`src/rtl/seg7_pkg.sv`:
```
// Shared definitions for the multiplexed 7-segment display driver:
// glyph table, special segment patterns and the converter state type.
// Segment patterns are active-low, bit order g..a (bit 6 = g, bit 0 = a).
package seg7_pkg;

  // All seven segments off.
  localparam logic [6:0] SEG_BLANK = 7'h7F;
  // Only segment g lit, used to flag a decimal overflow.
  localparam logic [6:0] SEG_DASH  = 7'h3F;

  // Binary-to-BCD converter states.
  typedef enum logic [1:0] {
    CVT_IDLE  = 2'd0,
    CVT_SHIFT = 2'd1,
    CVT_DONE  = 2'd2
  } cvt_state_e;

  // Hex nibble to active-low segment pattern (g..a), glyphs 0-9, A, b, C, d, E, F.
  function automatic logic [6:0] hex2seg(input logic [3:0] nib);
    logic [6:0] seg;
    case (nib)
      4'h0:    seg = 7'h40;
      4'h1:    seg = 7'h79;
      4'h2:    seg = 7'h24;
      4'h3:    seg = 7'h30;
      4'h4:    seg = 7'h19;
      4'h5:    seg = 7'h12;
      4'h6:    seg = 7'h02;
      4'h7:    seg = 7'h78;
      4'h8:    seg = 7'h00;
      4'h9:    seg = 7'h10;
      4'hA:    seg = 7'h08;
      4'hB:    seg = 7'h03;
      4'hC:    seg = 7'h46;
      4'hD:    seg = 7'h21;
      4'hE:    seg = 7'h06;
      default: seg = 7'h0E;
    endcase
    return seg;
  endfunction

endpackage

```
`src/rtl/seg7_bin2bcd.sv`:
```
// Sequential binary-to-BCD converter (double-dabble, one bit per cycle).
// Handshake: start is a one-cycle request honoured only in IDLE, where bin is
// captured; busy is high for exactly 4*N_DIGITS cycles while shifting; done is
// a one-cycle pulse during which bcd and ovf hold the finished result.
// The BCD register carries two extra digits so overflow past N_DIGITS is seen.
module seg7_bin2bcd
  import seg7_pkg::*;
#(
  parameter int N_DIGITS = 4
) (
  input  logic                  clk,
  input  logic                  rst_n,
  input  logic                  start,
  input  logic [4*N_DIGITS-1:0] bin,
  output logic                  busy,
  output logic                  done,
  output logic [4*N_DIGITS-1:0] bcd,
  output logic                  ovf,
  output cvt_state_e            state
);

  localparam int BW   = 4 * N_DIGITS;
  localparam int BCDW = 4 * (N_DIGITS + 2);
  localparam int CW   = (BW > 1) ? $clog2(BW) : 1;

  cvt_state_e      r_state;
  logic [BW-1:0]   r_bin;
  logic [BCDW-1:0] r_bcd;
  logic [CW-1:0]   r_cnt;
  logic [BCDW-1:0] w_adj;

  // Add 3 to every BCD digit that is 5 or more, ahead of the left shift.
  function automatic logic [BCDW-1:0] dabble(input logic [BCDW-1:0] v);
    logic [BCDW-1:0] r;
    r = v;
    for (int k = 0; k < N_DIGITS + 2; k++) begin
      if (r[4*k +: 4] >= 4'd5) r[4*k +: 4] = r[4*k +: 4] + 4'd3;
    end
    return r;
  endfunction

  // Adjusted BCD value feeding this cycle's shift.
  always_comb begin
    w_adj = dabble(r_bcd);
  end

  // Converter FSM: capture on start, shift 4*N_DIGITS bits, hold result one cycle.
  always_ff @(posedge clk or negedge rst_n) begin
    if (!rst_n) begin
      r_state <= CVT_IDLE;
      r_bin   <= '0;
      r_bcd   <= '0;
      r_cnt   <= '0;
    end else begin
      case (r_state)
        CVT_IDLE: begin
          if (start) begin
            r_bin   <= bin;
            r_bcd   <= '0;
            r_cnt   <= '0;
            r_state <= CVT_SHIFT;
          end
        end
        CVT_SHIFT: begin
          r_bcd <= {w_adj[BCDW-2:0], r_bin[BW-1]};
          r_bin <= {r_bin[BW-2:0], 1'b0};
          r_cnt <= r_cnt + 1'b1;
          if (r_cnt == CW'(BW - 1)) r_state <= CVT_DONE;
        end
        CVT_DONE: begin
          r_state <= CVT_IDLE;
        end
        default: begin
          r_state <= CVT_IDLE;
        end
      endcase
    end
  end

  assign busy  = (r_state == CVT_SHIFT);
  assign done  = (r_state == CVT_DONE);
  assign bcd   = r_bcd[BW-1:0];
  assign ovf   = |r_bcd[BCDW-1:BW];
  assign state = r_state;

endmodule

```
`src/rtl/seg7_scan_display.sv`:
```
// Multiplexed common-anode 7-segment driver. Scans N_DIGITS digits at SCAN_HZ
// per digit, showing the input word as hex or (via seg7_bin2bcd) as decimal.
// Inputs are snapshotted only at frame start (scan tick on the last digit).
// Optional feature: define SEG7_LZB_EN for leading-zero blanking.
module seg7_scan_display
  import seg7_pkg::*;
#(
  parameter int N_DIGITS = 4,
  parameter int CLK_HZ   = 50_000_000,
  parameter int SCAN_HZ  = 1000
) (
  input  logic                  clk,
  input  logic                  rst_n,
  input  logic [4*N_DIGITS-1:0] dat,
  input  logic [N_DIGITS-1:0]   dp,
  input  logic                  mode,
  output logic [N_DIGITS-1:0]   AN,
  output logic [7:0]            SEG,
  output logic                  ce1ms,
  output logic                  busy,
  output logic                  ovf
);

  localparam int DIV = CLK_HZ / SCAN_HZ;
  localparam int PW  = (DIV > 1) ? $clog2(DIV) : 1;
  localparam int IW  = (N_DIGITS > 1) ? $clog2(N_DIGITS) : 1;
  localparam int DW  = 4 * N_DIGITS;

  logic [PW-1:0]       r_pre;
  logic [IW-1:0]       r_idx;
  logic [DW-1:0]       r_disp;   // digits on show; doubles as the hex data shadow
  logic [N_DIGITS-1:0] r_dp_sh;
  logic                r_ovf;

  logic                w_ce;
  logic                w_last;
  logic                w_fs;
  logic                w_hex_load;
  logic                w_dec_start;
  logic [IW-1:0]       w_idx_nxt;
  logic [DW-1:0]       w_disp_nxt;
  logic [N_DIGITS-1:0] w_dp_nxt;
  logic                w_ovf_nxt;
  logic [3:0]          w_nib;
  logic [6:0]          w_glyph;
  logic [N_DIGITS-1:0] w_blank;
`ifdef SEG7_LZB_EN
  logic                w_nz_above;
`endif

  logic                w_busy;
  logic                w_done;
  logic [DW-1:0]       w_bcd;
  logic                w_cvt_ovf;
  cvt_state_e          w_cvt_state;

  assign w_ce        = (r_pre == PW'(DIV - 1));
  assign w_last      = (r_idx == IW'(N_DIGITS - 1));
  assign w_fs        = w_ce & w_last;
  assign w_hex_load  = w_fs & ~mode;
  assign w_dec_start = w_fs & mode;
  assign w_idx_nxt   = !w_ce ? r_idx : (w_last ? '0 : r_idx + 1'b1);

  // Next contents of the display/shadow registers. The output stage looks at
  // these so a hex snapshot shows on digit 0 straight after the frame start.
  assign w_disp_nxt = w_done ? w_bcd : (w_hex_load ? dat : r_disp);
  assign w_ovf_nxt  = w_done ? w_cvt_ovf : (w_hex_load ? 1'b0 : r_ovf);
  assign w_dp_nxt   = w_fs ? dp : r_dp_sh;

  assign ce1ms = w_ce;
  assign busy  = w_busy;
  assign ovf   = r_ovf;

  seg7_bin2bcd #(
    .N_DIGITS (N_DIGITS)
  ) u_bin2bcd (
    .clk   (clk),
    .rst_n (rst_n),
    .start (w_dec_start),
    .bin   (dat),
    .busy  (w_busy),
    .done  (w_done),
    .bcd   (w_bcd),
    .ovf   (w_cvt_ovf),
    .state (w_cvt_state)
  );

  // The result write-back strobe must coincide with the converter's DONE state.
  a_done_state : assert property (@(posedge clk) disable iff (!rst_n)
    w_done |-> (w_cvt_state == CVT_DONE));

  // Prescaler: free-running 0..DIV-1, the terminal count is the scan tick.
  always_ff @(posedge clk or negedge rst_n) begin
    if (!rst_n) r_pre <= '0;
    else if (w_ce) r_pre <= '0;
    else r_pre <= r_pre + 1'b1;
  end

  // Digit scan index, advanced once per scan tick.
  always_ff @(posedge clk or negedge rst_n) begin
    if (!rst_n) r_idx <= '0;
    else r_idx <= w_idx_nxt;
  end

  // Display data, overflow flag and decimal-point shadow.
  always_ff @(posedge clk or negedge rst_n) begin
    if (!rst_n) begin
      r_disp  <= '0;
      r_ovf   <= 1'b0;
      r_dp_sh <= '0;
    end else begin
      r_disp  <= w_disp_nxt;
      r_ovf   <= w_ovf_nxt;
      r_dp_sh <= w_dp_nxt;
    end
  end

  // Leading-zero blanking mask: a digit blanks when it and all above are zero.
  always_comb begin
    w_blank = '0;
`ifdef SEG7_LZB_EN
    w_nz_above = 1'b0;
    for (int i = N_DIGITS - 1; i >= 1; i--) begin
      w_nz_above = w_nz_above | (w_disp_nxt[4*i +: 4] != 4'h0);
      w_blank[i] = ~w_nz_above & ~w_ovf_nxt;
    end
`endif
  end

  // Glyph for the digit about to be driven; overflow dash wins over blanking.
  always_comb begin
    w_nib   = w_disp_nxt[4*w_idx_nxt +: 4];
    w_glyph = hex2seg(w_nib);
    if (w_ovf_nxt) w_glyph = SEG_DASH;
    else if (w_blank[w_idx_nxt]) w_glyph = SEG_BLANK;
  end

  // Registered pin drivers, refreshed once per scan tick.
  always_ff @(posedge clk or negedge rst_n) begin
    if (!rst_n) begin
      AN  <= '1;
      SEG <= 8'hFF;
    end else if (w_ce) begin
      AN  <= ~(N_DIGITS'(1) << w_idx_nxt);
      SEG <= {~w_dp_nxt[w_idx_nxt], w_glyph};
    end
  end

endmodule
```
`config.mk`:
```
export PLATFORM = sky130hd
export DESIGN_NAME = seg7_scan_display
export DESIGN_NICKNAME = d
export VERILOG_FILES = /design/src/rtl/seg7_pkg.sv /design/src/rtl/seg7_bin2bcd.sv /design/src/rtl/seg7_scan_display.sv
export SDC_FILE = /design/constraint.sdc
export NUM_CORES = 1
export LEC_CHECK = 0
export BUFFER_PORTS_ARGS = -buffer_cell sky130_fd_sc_hd__buf_2
export CELL_PAD_IN_SITES_DETAIL_PLACEMENT = 0
export CELL_PAD_IN_SITES_GLOBAL_PLACEMENT = 1
export CORE_ASPECT_RATIO = 0.8
export CORE_MARGIN = 2
export CORE_UTILIZATION = 45
export CTS_CLUSTER_DIAMETER = 40
export DETAILED_ROUTE_END_ITERATION = 6
export HOLD_SLACK_MARGIN = 0.05
export PLACE_DENSITY = 0.84
export SLEW_MARGIN = 5
export SYNTH_ARGS = -nofsm -noshare
export SYNTH_HDL_FRONTEND = slang
export SYNTH_SLANG_ARGS = --single-unit
```
`constraint.sdc`:
```
create_clock -name clk -period 5.13 [get_ports clk]
set_clock_uncertainty 0.05 [all_clocks]
set_input_delay 0.2565 -clock clk [delete_from_list [all_inputs] [get_ports clk]]
set_output_delay 0.2565 -clock clk [all_outputs]
set_load 0.05 [all_outputs]
```
### Word level (Yosys, flattened, before mapping)

Memory sizes are Yosys's and may differ from the RTL's.
Cells that the tools add are included.
W data, S select, Z words.

* memories kept: 1
* ROM bits: 112
* input port bits: 23
* logic and storage cells: 77
* register bits after elaboration: 97

* eq/ne operators: 7
* reduce and logical (&&, ||, !) cells: 5
* $lt $le $gt $ge: 7
* bitwise logic cells: 6
* shift-type cells: 2
* add/subtract/negate cells: 9
* mux-type cells: 29

Memories
* (no name shown): depth 16, width 7, rd ports 1, clocked after Yosys merged registers in 0, write ports 0, line seg7_pkg.sv:21 `case (nib)`

Operators with widths (number)
* $mux W16: 4
* $pmux W24 S2: 1
* $pmux W16 S2: 1
* $mux W4: 7
* $ge A4 B3 Y1 const B: 6
* $mux W24: 1
* $add A4 B2 Y4 const B: 5
* $add A16 B1 Y16 const B: 1
* $eq A16 B16 Y1 const B: 1
* $shiftx A16 B5 Y4: 1
* $mux W7: 2
* $mux W2: 4
* $pmux W4 S2: 1
* $reduce_or A8 Y1: 1
* $add A4 B1 Y4 const B: 1
* $bmux W1 S2: 2
* $eq A2 B2 Y1 const B: 2
* $eq A4 B4 Y1 const B: 1
* $mux W1: 4
* $ne A2 B1 Y1 const B: 2
* $not A4 Y4: 1
* $pmux W2 S2: 1
* $reduce_and A2 Y1: 2
* $shl A1 B2 Y4 const A: 1
* other kinds (9): 12

### Longest topological paths before layout

An unclocked memory read counts as a cell.

* depth in word-level cells: 9
* depth in mapped cells: 15

### Modules after synthesis

From an unflattened synthesis, not the netlist that was laid out.

* cell total of the unflattened synthesis: 548
* area total of the unflattened synthesis: 5514.0 µm²

Modules (own cells, without submodules)
* seg7_bin2bcd: sequential area each 1151.1 µm², times used 1, cells each 283, area each 2757.6 µm²
* seg7_scan_display: sequential area each 1291.2 µm², times used 1, cells each 265, area each 2756.4 µm²

### Least setup slack after synthesis

No wires, ideal clock.

* path type: register -> register
* start point: register r_pre[0]
* end point: register SEG[5]
* path slack: 2.155 ns
* period minus slack after synthesis: 2.975 ns
* required time: 5.019 ns
* setup time: 0.061 ns
* cell stages (with the launch flop): 15
* data arrival time: 2.865 ns
* path through: dfrtp_1 > ha_1 > and3_1 > nand4_2 > inv_2 > mux2i_2 > clkinv_1 > nor2_1 > a22o_1 > a221o_1 > inv_1 > ha_1 > or2_2 > a31oi_1 > o22a_1

* elaborated cells on any way between the ends: 14
* classes of those cells: eq/ne (1); shift (1); mux (9); bitwise (2); memory (1)

RTL lines
* start: declaration: line seg7_scan_display.sv:29 `logic [PW-1:0] r_pre;`
* start signal: assignment: line seg7_scan_display.sv:96 `else r_pre <= r_pre + 1'b1;`
* $eq A16 B16 Y1 *: line seg7_scan_display.sv:57 `assign w_ce = (r_pre == PW'(DIV - 1));`
* $mux W2 *: line seg7_scan_display.sv:62 `assign w_idx_nxt = !w_ce ? r_idx : (w_last ? '0 : r_idx + 1'b1);`
* net w_idx_nxt[0]: line seg7_scan_display.sv:40 `logic [IW-1:0] w_idx_nxt;`
* $shiftx A16 B5 Y4 or $bmux W1 S2 (tied branches): line seg7_scan_display.sv:132, seg7_scan_display.sv:135
* $mem_v2 Z16 W7 or $mux W1 (tied branches)
* $mux W7 *: line seg7_scan_display.sv:135 `else if (w_blank[w_idx_nxt]) w_glyph = SEG_BLANK;`
* $mux W7 *: line seg7_scan_display.sv:134 `if (w_ovf_nxt) w_glyph = SEG_DASH;`
* end signal: assignment: line seg7_scan_display.sv:145 `SEG <= {~w_dp_nxt[w_idx_nxt], w_glyph};`
* end: declaration: line seg7_scan_display.sv:18 `output logic [7:0] SEG,`

The timed path passes the listed nets; every way through them passes the cells marked *. The select of a mux whose other input is x is not followed.
A chain may end at the register's enable or synchronous reset.

### Worst setup path after layout

* start point: register r_pre[0]
* end point: register SEG[4]

The elaborated chain is that of the path after synthesis.

==> summary.md <==
| Metric | Value |
|---|---|
| Dominant cell type by area after synthesis | `dfrtp_1` |
| Tightest Hold Check Type | `in -> reg` |
| Initial antenna violation count | `0` |
| Routed wire length | `11400 um` |
| Hold-critical path depth | `2` |
| Root Driver | `clkbuf_16` |
| Drt pass-1 iters | `5` |
| Power per cell area | `about 270 nW/um^2` |
| Synth Register Bits | `97` |
| GR Util All Layers | `0.204` |
| Crit-path max FO | `20` |
| Drt wl/cell | `16.4 um` |
| Worst slew pin tran | `0.794 ns` |
| Core Util, Final | `0.518` |
| Sequential share of the synthesized area | `0.488` |
| Post-synthesis cell type count | `51` |
| R2r worst-path depth | `15` |
| WP data arrival | `approximately 4.0 ns` |
| Max Root-Sink Buffers | `2` |
| Post-Syn Area per Cell | `9.69 sq um` |
| Total Neg Setup Slack | `0 ns` |
| Largest net degree at the start of global routing | `54` |
| Reg-to-reg slack, setup | `1.39 ns` |
| Syn Inst Count | `roughly 520` |
| Slew margin rel. | `0.468` |
| Hold Crit Endpoint | `r_dp_sh[1]` |
| Via count | `3902` |
| # IOs | `38` |
| Antenna viol nets, final | `0` |
| Top post-synthesis cells by area | `dfrtp_1, dfstp_2, ha_1` |
| Gpl congestion | `0.845` |
| Dominant synthesized flop cell | `dfrtp_1` |
| EDFF count, synth | `0` |
| Initial Utilization | `0.461` |
| Worst-Skew Late Latency | `approximately 0.34 ns` |
| Clock period minus worst slack | `3.74 ns` |
| Worst setup SP type | `flop` |
| Sink Count | `97` |
| Share of cells above drive strength 1 | `0.162` |
| FF-to-FF End | `SEG[4]` |
| Adder-cell area share of the yosys netlist | `0.0575` |
| Die Area | `12000 sq um` |
| Largest family of logic cells by synthesized area | `simple AND/OR/NAND/NOR gates` |
| Row Count | `34` |
| H-tree Lvls | `3` |
| Number of fill cells | `977` |
| Async S/R FF share, synth | `1.00` |
| Final Max Tran Viols | `0` |
| Final hold vios | `0` |
| Starting DRT DRC Count | `237` |
| Synth top cells by count | `dfrtp_1, nand2_1, nor2_1, a31oi_1, o21ai_0` |
| XOR/XNOR share of the synthesized area | `0.0455` |
| Die X | `approximately 120 um` |
| DRC Markers | `0` |
| Most numerous cell in the Yosys netlist | `dfrtp_1` |
| Cts bufs inserted | `9` |
| Mux contribution to synthesized area | `0.0325` |
| Remaining Overflow, GRT | `0` |
| Clock-pin slew on the worst setup and hold paths | `0.06 ns` |
| Status | `finished, final reports clean` |
| Net Count, Synth | `562` |
| Tcrit/Tclk final | `0.729` |
| CP required | `between 5 and 6 ns` |
| Buffers inserted by post-CTS timing repair | `0` |
| Post-synth top area share | `0.425` |
| Synth warnings | `0` |
| Detailed placement HPWL | `8030 um` |
| NumNets Final | `590` |
| Die height | `slightly below 100 um` |
| Synth Cell Area | `about 5000 sq um` |
| Global-route wire length before repair | `19400 um` |
| RSZ-0062 raised after global routing | `no` |
| Simple-gate share of the synthesized area | `0.171` |
| Vias per std cell | `5.63` |
| CTS tree | `done` |
| Footprint of the multi-input gates | `2350 sq um` |
| Area grow syn2layout | `12.2%` |
| Core area | `~11000 sq um` |
| Reg-to-reg startpoint | `r_pre[0]` |
| Vias in the first global route | `between 3000 and 4000` |
| Worst hold start | `dp[1]` |
| Setup crit end kind | `flop` |
| Compound-Gate Fraction of Synth Area | `0.162` |
| Sequential cell area | `2440 sq um` |
| Final Non-Filler Cells | `693` |
| Pleak | `2.57 nW` |
| Crit path kind | `reg -> reg` |
| Port Buffer Count | `37` |
| Max frequency | `267 MHz` |
| Placed Cells | `676` |
| Max_cap viols | `0` |
| IR drop worst, VDD | `0.196 mV` |
| ANT cells | `0` |
| Final number of setup-violating endpoints | `0` |
## power breakdown
part	leakage [nW]	switching, mW	internal [mW]
registers	1.10	0.000444	0.767
clock network	0.153	0.285	0.418
logic	1.32	0.0244	0.0115
## worst max path at each step
stage	start	endpoint	slack, ns	cells after the start
2_1_floorplan	r_pre[0]	SEG[5]	2.15	14
3_3_place_gp	r_pre[0]	SEG[4]	1.56	15
3_5_place_dp	r_pre[0]	SEG[4]	1.41	15
4_1_cts	r_pre[0]	SEG[4]	1.39	15
5_1_grt	r_pre[0]	SEG[4]	1.06	15
6_report	r_pre[0]	SEG[4]	1.39	15
## sequential cells by signal, summed over array words and instances (netlist names)
register,count
AN,4
SEG,8
ovf,1
r_disp,16
r_dp_sh,4
r_idx,2
r_pre,16
u_bin2bcd.r_bcd,24
u_bin2bcd.r_bin,16
u_bin2bcd.r_cnt,4
u_bin2bcd.state,2
## worst max-delay path, stage by stage (launching register included)
cell     delay, ns
dfrtp_1       0.36
ha_1          0.18
and3_1        0.25
nand4_2       0.09
buf_4         0.21
inv_2         0.26
buf_4         0.30
mux2i_1       0.32
inv_2         0.07
nor2_1        0.26
a221o_1       0.33
inv_1         0.14
ha_1          0.29
mux2i_1       0.15
nor2_1        0.06
o32a_1        0.34
## layer usage
layer	vias up	track usage	wire length, um
met2	93	0.317	5330
li1	1868	-	-
met3	15	0.0421	424
met1	1926	0.291	5440
met4	0	0.0539	175
met5	-	0	0
## stage by stage
step,instance area (sq um),hold WS (ns),setup WS [ns],total power [mW]
after global routing,5610,0.116,1.06,1.55
after CTS,5610,0.104,1.39,1.52
after global placement,5300,0.282,1.56,0.817
after detailed placement,5300,0.290,1.41,0.818
final,5610,0.114,1.39,1.51
after floorplan,5000,-0.0891,2.15,0.788
## cell type report
| cell class | count | share of cell area |
|---|---|---|
| Clock buffer | 14 | 0.0488 |
| Tap cell | 144 | 0.0321 |
| Clock inverter | 2 | 0.00624 |
| Sequential cell | 97 | 0.435 |
| Inverter | 23 | 0.0154 |
| Multi-Input combinational cell | 368 | 0.418 |
| Timing Repair Buffer | 45 | 0.0446 |
## repair_timing
action / in CTS / in global routing
gates resized for setup: 0 / 0
endpoints found under the hold margin: 40 / 0
hold buffers: 1 / 0
## placed cells by master, fill, tap and decap left out, types with 10 or more instances in the layout
master,synthesis,final
nand2_1,65,65
inv_1,19,19
a21oi_1,16,16
xnor2_1,13,13
nor2_1,65,64
nand2b_1,10,10
xor2_1,13,13
ha_1,23,23
dfrtp_1,85,85
dfstp_2,12,12
a31oi_1,35,35
o21ai_0,31,31
buf_2,2,36
## kinds of logic after synthesis
logic type / after synthesis
simple gates: 181
buf+inv: 51
mux: 14
flops: 97
fa+ha+maj: 23
compound gates: 124
xor+xnor: 26
No activity file was read; power rests on OpenSTA's default activity.
